--- config.mk ---
export PLATFORM = sky130hd
export DESIGN_NAME = cardrom_loader
export DESIGN_NICKNAME = d
export VERILOG_FILES = /design/src/rtl/cardrom_loader.sv
export SDC_FILE = /design/constraint.sdc
export NUM_CORES = 1
export LEC_CHECK = 0
export BUFFER_PORTS_ARGS = -buffer_cell sky130_fd_sc_hd__buf_4
export CORE_UTILIZATION = 30
export DETAILED_ROUTE_END_ITERATION = 7
export PLACE_DENSITY_LB_ADDON = 0.15
export SLEW_MARGIN = 20
export SYNTH_ARGS = -nofsm -noshare
export SYNTH_HDL_FRONTEND = slang
export SYNTH_SLANG_ARGS = --single-unit
--- constraint.sdc ---
create_clock -name clk_logic -period 2.05 [get_ports clk_logic]
set_input_delay 0.1025 -clock clk_logic [delete_from_list [all_inputs] [get_ports clk_logic]]
set_output_delay 0.1025 -clock clk_logic [all_outputs]
set_load 0.02 [all_outputs]
--- src/rtl/cardrom_loader.sv ---
// Copies an IMAGE_BYTES image from a byte stream into the shared card ROM RAM, yielding to Apple II bus reads.
// Optional image checksum check is compiled in with `define CARDROM_CHECKSUM_EN.
module cardrom_loader #(
    parameter int IMAGE_BYTES    = 2048,
    parameter int TIMEOUT_CYCLES = 1048576
) (
    input  logic        clk_logic,
    input  logic        system_reset_n,
    input  logic        start_i,
    input  logic        src_valid_i,
    input  logic [7:0]  src_data_i,
    output logic        src_ready_o,
    input  logic        bus_rd_i,
    input  logic [10:0] bus_addr_i,
    output logic [10:0] ram_addr_o,
    output logic        ram_we_o,
    output logic [7:0]  ram_wdata_o,
    input  logic [15:0] expected_sum_i,
    output logic        req_rom_release_o,
    output logic        busy_o,
    output logic        error_o
);

    localparam int TW = $clog2(TIMEOUT_CYCLES + 1);
    localparam logic [10:0]   LAST_BYTE = 11'(IMAGE_BYTES - 1);
    localparam logic [TW-1:0] LAST_IDLE = TW'(TIMEOUT_CYCLES - 1);

    typedef enum logic [2:0] {IDLE, LOAD, VERIFY, DONE, ERROR} state_t;

    state_t        state, state_nxt;
    logic [10:0]   byte_cnt, byte_cnt_nxt;
    logic [TW-1:0] idle_cnt, idle_cnt_nxt;
    logic          accept;
    logic          load_start;
    logic          verify_ok;

    // Bus reads own the RAM port; the loader only gets it when the bus is quiet.
    always_comb begin
        src_ready_o       = (state == LOAD) && !bus_rd_i;
        accept            = src_ready_o && src_valid_i;
        load_start        = start_i && ((state == IDLE) || (state == ERROR));
        ram_we_o          = accept;
        ram_addr_o        = accept ? byte_cnt : bus_addr_i;
        ram_wdata_o       = accept ? src_data_i : '0;
        busy_o            = (state == LOAD) || (state == VERIFY);
        error_o           = (state == ERROR);
        req_rom_release_o = (state == DONE);
    end

`ifdef CARDROM_CHECKSUM_EN
    logic [15:0] sum;

    always_ff @(posedge clk_logic or negedge system_reset_n) begin
        if (!system_reset_n) begin
            sum <= '0;
        end else if (load_start) begin
            sum <= '0;
        end else if (accept) begin
            sum <= sum + {8'h00, src_data_i};
        end
    end

    assign verify_ok = (sum == expected_sum_i);
`else
    logic unused_expected_sum;

    assign unused_expected_sum = ^expected_sum_i;
    assign verify_ok           = 1'b1;
`endif

    always_comb begin
        state_nxt    = state;
        byte_cnt_nxt = byte_cnt;
        idle_cnt_nxt = idle_cnt;
        case (state)
            IDLE, ERROR: begin
                if (load_start) begin
                    state_nxt    = LOAD;
                    byte_cnt_nxt = '0;
                    idle_cnt_nxt = '0;
                end
            end
            LOAD: begin
                if (accept) begin
                    byte_cnt_nxt = byte_cnt + 11'd1;
                    idle_cnt_nxt = '0;
                    if (byte_cnt == LAST_BYTE) begin
                        state_nxt = VERIFY;
                    end
                end else if (idle_cnt == LAST_IDLE) begin
                    state_nxt = ERROR;
                end else begin
                    idle_cnt_nxt = idle_cnt + 1'b1;
                end
            end
            VERIFY: begin
                state_nxt = verify_ok ? DONE : ERROR;
            end
            default: begin
                state_nxt = state;
            end
        endcase
    end

    always_ff @(posedge clk_logic or negedge system_reset_n) begin
        if (!system_reset_n) begin
            state    <= IDLE;
            byte_cnt <= '0;
            idle_cnt <= '0;
        end else begin
            state    <= state_nxt;
            byte_cnt <= byte_cnt_nxt;
            idle_cnt <= idle_cnt_nxt;
        end
    end

endmodule

# Word-level counts from Yosys, hierarchy flattened
# Cells that the tools add are included.
[op_classes]
reduce_logical = 13
muxes = 14
addsub = 2
n_eq_ne = 11
[op_table]
columns = ["cell", "count"]
rows = [
  ["two-way mux 21 bit", 3],
  ["case mux 21 bit (2 select lines)", 1],
  ["two-way mux 11 bit", 3],
  ["case mux 11 bit (2 select lines)", 1],
  ["adder 21 x 1 -> 21 bit, second input constant", 1],
  ["equality test 21 x 20 -> 1 bit, second input constant", 1],
  ["two-way mux 3 bit", 4],
  ["adder 11 x 1 -> 11 bit, second input constant", 1],
  ["equality test 11 bit, second input constant", 1],
  ["case mux 3 bit (3 select lines)", 1],
  ["two-way mux 8 bit", 1],
  ["equality test 3 x 2 -> 1 bit, second input constant", 2],
  ["inequality test 3 x 2 -> 1 bit, second input constant", 2],
  ["AND reduction 3 bit", 2],
  ["inequality test 2 bit, second input constant", 2],
  ["AND reduction 4 bit", 1],
  ["equality test 3 x 1 -> 1 bit, second input constant", 1],
  ["equality test 3 bit, second input constant", 1],
  ["logical AND 1 bit", 3],
  ["zero test 3 bit", 1],
  ["inequality test 3 bit, second input constant", 1],
  ["nonzero test 3 bit", 1],
  ["logical OR 1 bit", 2],
  ["nonzero test 2 bit", 1],
  ["2 further kinds", 2],
]
[word_totals]
reg_bits = 35
out_inout_bits = 24

# Depth between registers and ports, before layout
[logic_depth]
ltp_word = 5
mapped_depth = 7
depth_no_buf = 6

# Least setup slack after synthesis
# Ideal clock, no wire load.
[synth_path]
path_type = "register to register"
from = "register idle_cnt[0]"
to = "register idle_cnt[19]"
setup_ns = 0.124
t_arrival_ns = 1.946
path_slack_ns = -0.020
n_path_buf = 1
path_stages_with_launch = 8
period_less_slack_ns = 2.070
path_cell_list = "dfrtp_1 > ha_1 > and2_1 > and3_1 > clkbuf_1 > a2111o_1 > o211a_1 > a211o_1"
[synth_via]
elab_chain_cells = 4
[synth_lines]
columns = ["item", "line", "source"]
rows = [
  ["from (decl)", "32", "logic [TW-1:0] idle_cnt, idle_cnt_nxt;"],
  ["from (signal assigned)", "113", "idle_cnt <= idle_cnt_nxt;"],
  ["adder 21 x 1 -> 21 bit", "93", "idle_cnt_nxt = idle_cnt + 1'b1;"],
  ["two-way mux 21 bit", "90", "end else if (idle_cnt == LAST_IDLE) begin"],
  ["two-way mux 21 bit", "84", "if (accept) begin"],
  ["case mux 21 bit (2 select lines)", "75", "case (state)"],
]
# Several ways; a longest one is shown, not always the timed one. The select of a mux whose other input is x is not followed.
# A chain may end at the register's enable or synchronous reset.

# Final worst setup path
# Ends and elaborated chain as after synthesis.

==> impl_results.md <==
* Run status: complete, no violations
* N_diodes at 0
* Synthesis warning total at 0
* Residual DRC count at 0
* Port Buffer Count at 47
* Average wire per standard cell at 13.0 um
* Synth unique cells at 49
* Detailed Route WL at 5470 um
* Initial antenna violation count at 0
* Final Hold Viols at 0
* CTS root buf: clkbuf_8
* Async SR Flop Fraction at 100%
* Peak VDD IR at 0.000201 V
* Cells after Synth at 258
* Crit path kind: flop to flop
* Final global-route overflow total at 0
* FILL cells at 727
* Drt first-iter violations at 93
* Setup TNS Final at 0 ns
* Number of buffers created by CTS at 5
* Dpl hpwl at around 4000 um
* Placer Congestion at about 0.79
* Yosys top cell by area: dfrtp_1
* Power consumption at 0.00126 W
* Initial Utilization at 31.4%
* Arrival time at the worst endpoint at between 2 and 2.5 ns
* Ys flop type: dfrtp_1
* Die ar. at 7530 um2
* Yosys top cell area share at 40.6%
* Layout cells sized above 1 at 26.8%
* Final Cycle Share at 95.4%
* First-pass GRT wire length at 9140 um
* LEAKAGE at 1.38 nW
* Fmax at 511 MHz
* Mapped Nets at 300
* Max clock buf depth at 2
* Worst hold path type: input port to flop
* Pwr dens at around 440 nW/um2
* Max Cap Viol at 0
* Die height at between 80 and 90 um
* Num rows at 30
* H-tree depth at 2
* Post-layout nets at about 370
* Unrepaired setup endpoints after global routing: no
* Final setup violation count at 0
* Cell Area, Synth at roughly 2200 um2
* Overall Global Routing Usage at 15.6%
* Crit path max fanout at 4
* Clock slew at reported path FFs at about 0.070 ns
* Multi-input combinational cell area at 1240 um2
* Routed via count at 2,145
* CTS Sinks at 35
* Avg Cell Area, Syn at between 8 and 9 um2
* Drt first pass iters at 4
* CP startpoint kind: flop
* Vias in the first global route at 1,964
* Worst relative slew slack at 61.8%
* Area Growth Syn to Fin at 33.0%
* Setup Skew at 0.00758 ns
* Hold_ws at 0.225 ns
* Post-synth EDFFs at 0
* Core footprint at about 6900 um2
* Worst-Margin Slew at 0.571 ns
* Largest net degree at the start of global routing at 36
* IO Count at 64
* Sequential element share of the synthesized area at 40.6%
* CTS tree: done
* Crit. End Element: flop
* Worst EP required at approximately 2.2 ns
* Antenna Nets Post-Route at 0
* Synthesis-stage register bit count at 35
* Clock latency on the worst-skew pair at around 0.28 ns
* Vias per cell at 5.10
* Max-slew violations at 0
* Top post-synthesis cells by area: dfrtp_1, nand2_1, nor2_1, xor2_1, and3_1
* Die X-Extent at between 80 and 90 um
* Minimum clock period at 1.96 ns
* Register area at 876 um2
* Fin util at 41.7%
where the power goes:
part | total [W] | internal (W) | leakage, nW | switching (W)
clock | 0.000474 | 0.000238 | 0.0422 | 0.000236
combinational | 0.0000951 | 0.0000490 | 0.868 | 0.0000461
sequential | 0.000690 | 0.000690 | 0.474 | 0
total | 0.00126 | 0.000978 | 1.38 | 0.000282
worst paths after layout:
kind / startpoint / end / slack (ns) / cells past startpoint
min in group asynchronous: system_reset_n / idle_cnt[17] / 0.31 / 2
max in group asynchronous: system_reset_n / byte_cnt[5] / 1.43 / 2
setup / recovery: idle_cnt[0] / idle_cnt[19] / 0.09 / 6
setup reg to reg: idle_cnt[0] / idle_cnt[19] / 0.09 / 6
hold / removal: start_i / state[0] / 0.23 / 5
hold reg to reg: idle_cnt[20] / idle_cnt[20] / 0.48 / 1
placed cells by master (no fill, tap or decap), types with 2 or more instances in the layout:
master    Yosys  layout
nor3_1        3       2
a41o_1        3       3
o21ai_0       5       4
nand2_1      60      59
inv_1         3       2
a41oi_1       2       2
or4_1         3       3
nor3b_1       4       4
a31oi_1       6       6
nand4_1      11      11
and2_1        4       3
clkbuf_1      9       2
o211ai_1      5       5
mux2i_1       2       2
clkbuf_8      0       5
nand3_1       9       9
o311ai_0      3       3
dfrtp_1      35      35
nor2_1       21      21
and3_1       11      11
xor2_1        9       9
and4_1        2       2
a21oi_1      13      13
a21o_1        2       2
buf_4         0      67
nand2b_1      5       5
o21a_1        2       2
cell usage after synthesis, drive strengths merged (2+ instances only):
library cell  number
nand2             60
dfrtp             35
nor2              21
a21oi             13
and3              12
nand4             12
clkbuf             9
nand3              9
xor2               9
a31oi              6
nand2b             5
o211ai             5
o21ai              5
a41o               4
and2               4
nor3b              4
and4               3
inv                3
nor3               3
o311ai             3
or4                3
a21o               2
a41oi              2
buf                2
ha                 2
mux2i              2
o21a               2
per-stage QoR:
stage	instance area [um2]	setup WS, ns	cells
floorplan	2160	0.00221	258
global placement	2750	0.120	410
detailed placement	2750	0.100	410
CTS	2840	0.0669	419
global route	2870	0.00709	421
finish	2870	0.0947	421
cells by family (layout without fill, tap and decap cells):
kind of cell	Yosys count	after routing	share of synthesized area [%]
DFF	35	35	40.6
muxes	3	3	1.45
xor gates and xnor gates	10	10	4.06
adders and majority gates	2	2	1.16
buffers and inverters	14	81	2.55
and+or+nand+nor	143	143	33.3
AOI/OAI and AO/OA	51	51	16.8
timing repair:
| action | in CTS | in global routing |
|---|---|---|
| hold buffers | 1 | 0 |
| endpoints found under the setup margin | 0 | 16 |
| resized for setup | 0 | 4 |
| setup buffers | 0 | 1 |
| endpoints found under the hold margin | 35 | 0 |
critical path, stage by stage (launching register included):
cell      delay [ns]
dfrtp_1         0.41
ha_2            0.19
and2_4          0.14
and3_1          0.19
a2111o_1        0.43
o211a_1         0.23
a211o_1         0.26
cell type report:
type | count | share of cell area [%]
multi-input combinational | 209 | 43.2
sequential | 35 | 30.5
timing repair buffer | 69 | 18.6
tap | 96 | 4.19
clock buffer | 7 | 2.66
inverter | 3 | 0.524
clock inverter | 1 | 0.175
timing repair inverter | 1 | 0.175
registers in the layout, indices dropped and copies added (netlist names):
name,cells
byte_cnt,11
idle_cnt,21
state,3
layer usage:
metal	track usage (%)	share of wire (%)	vias to the layer above
met5	0	0	-
met4	5.45	1.3	0
met3	2.67	5.3	5
met2	24.7	43	56
met1	21.5	50	1011
li1	-	-	1073
Power figures use the tool's default switching activity.
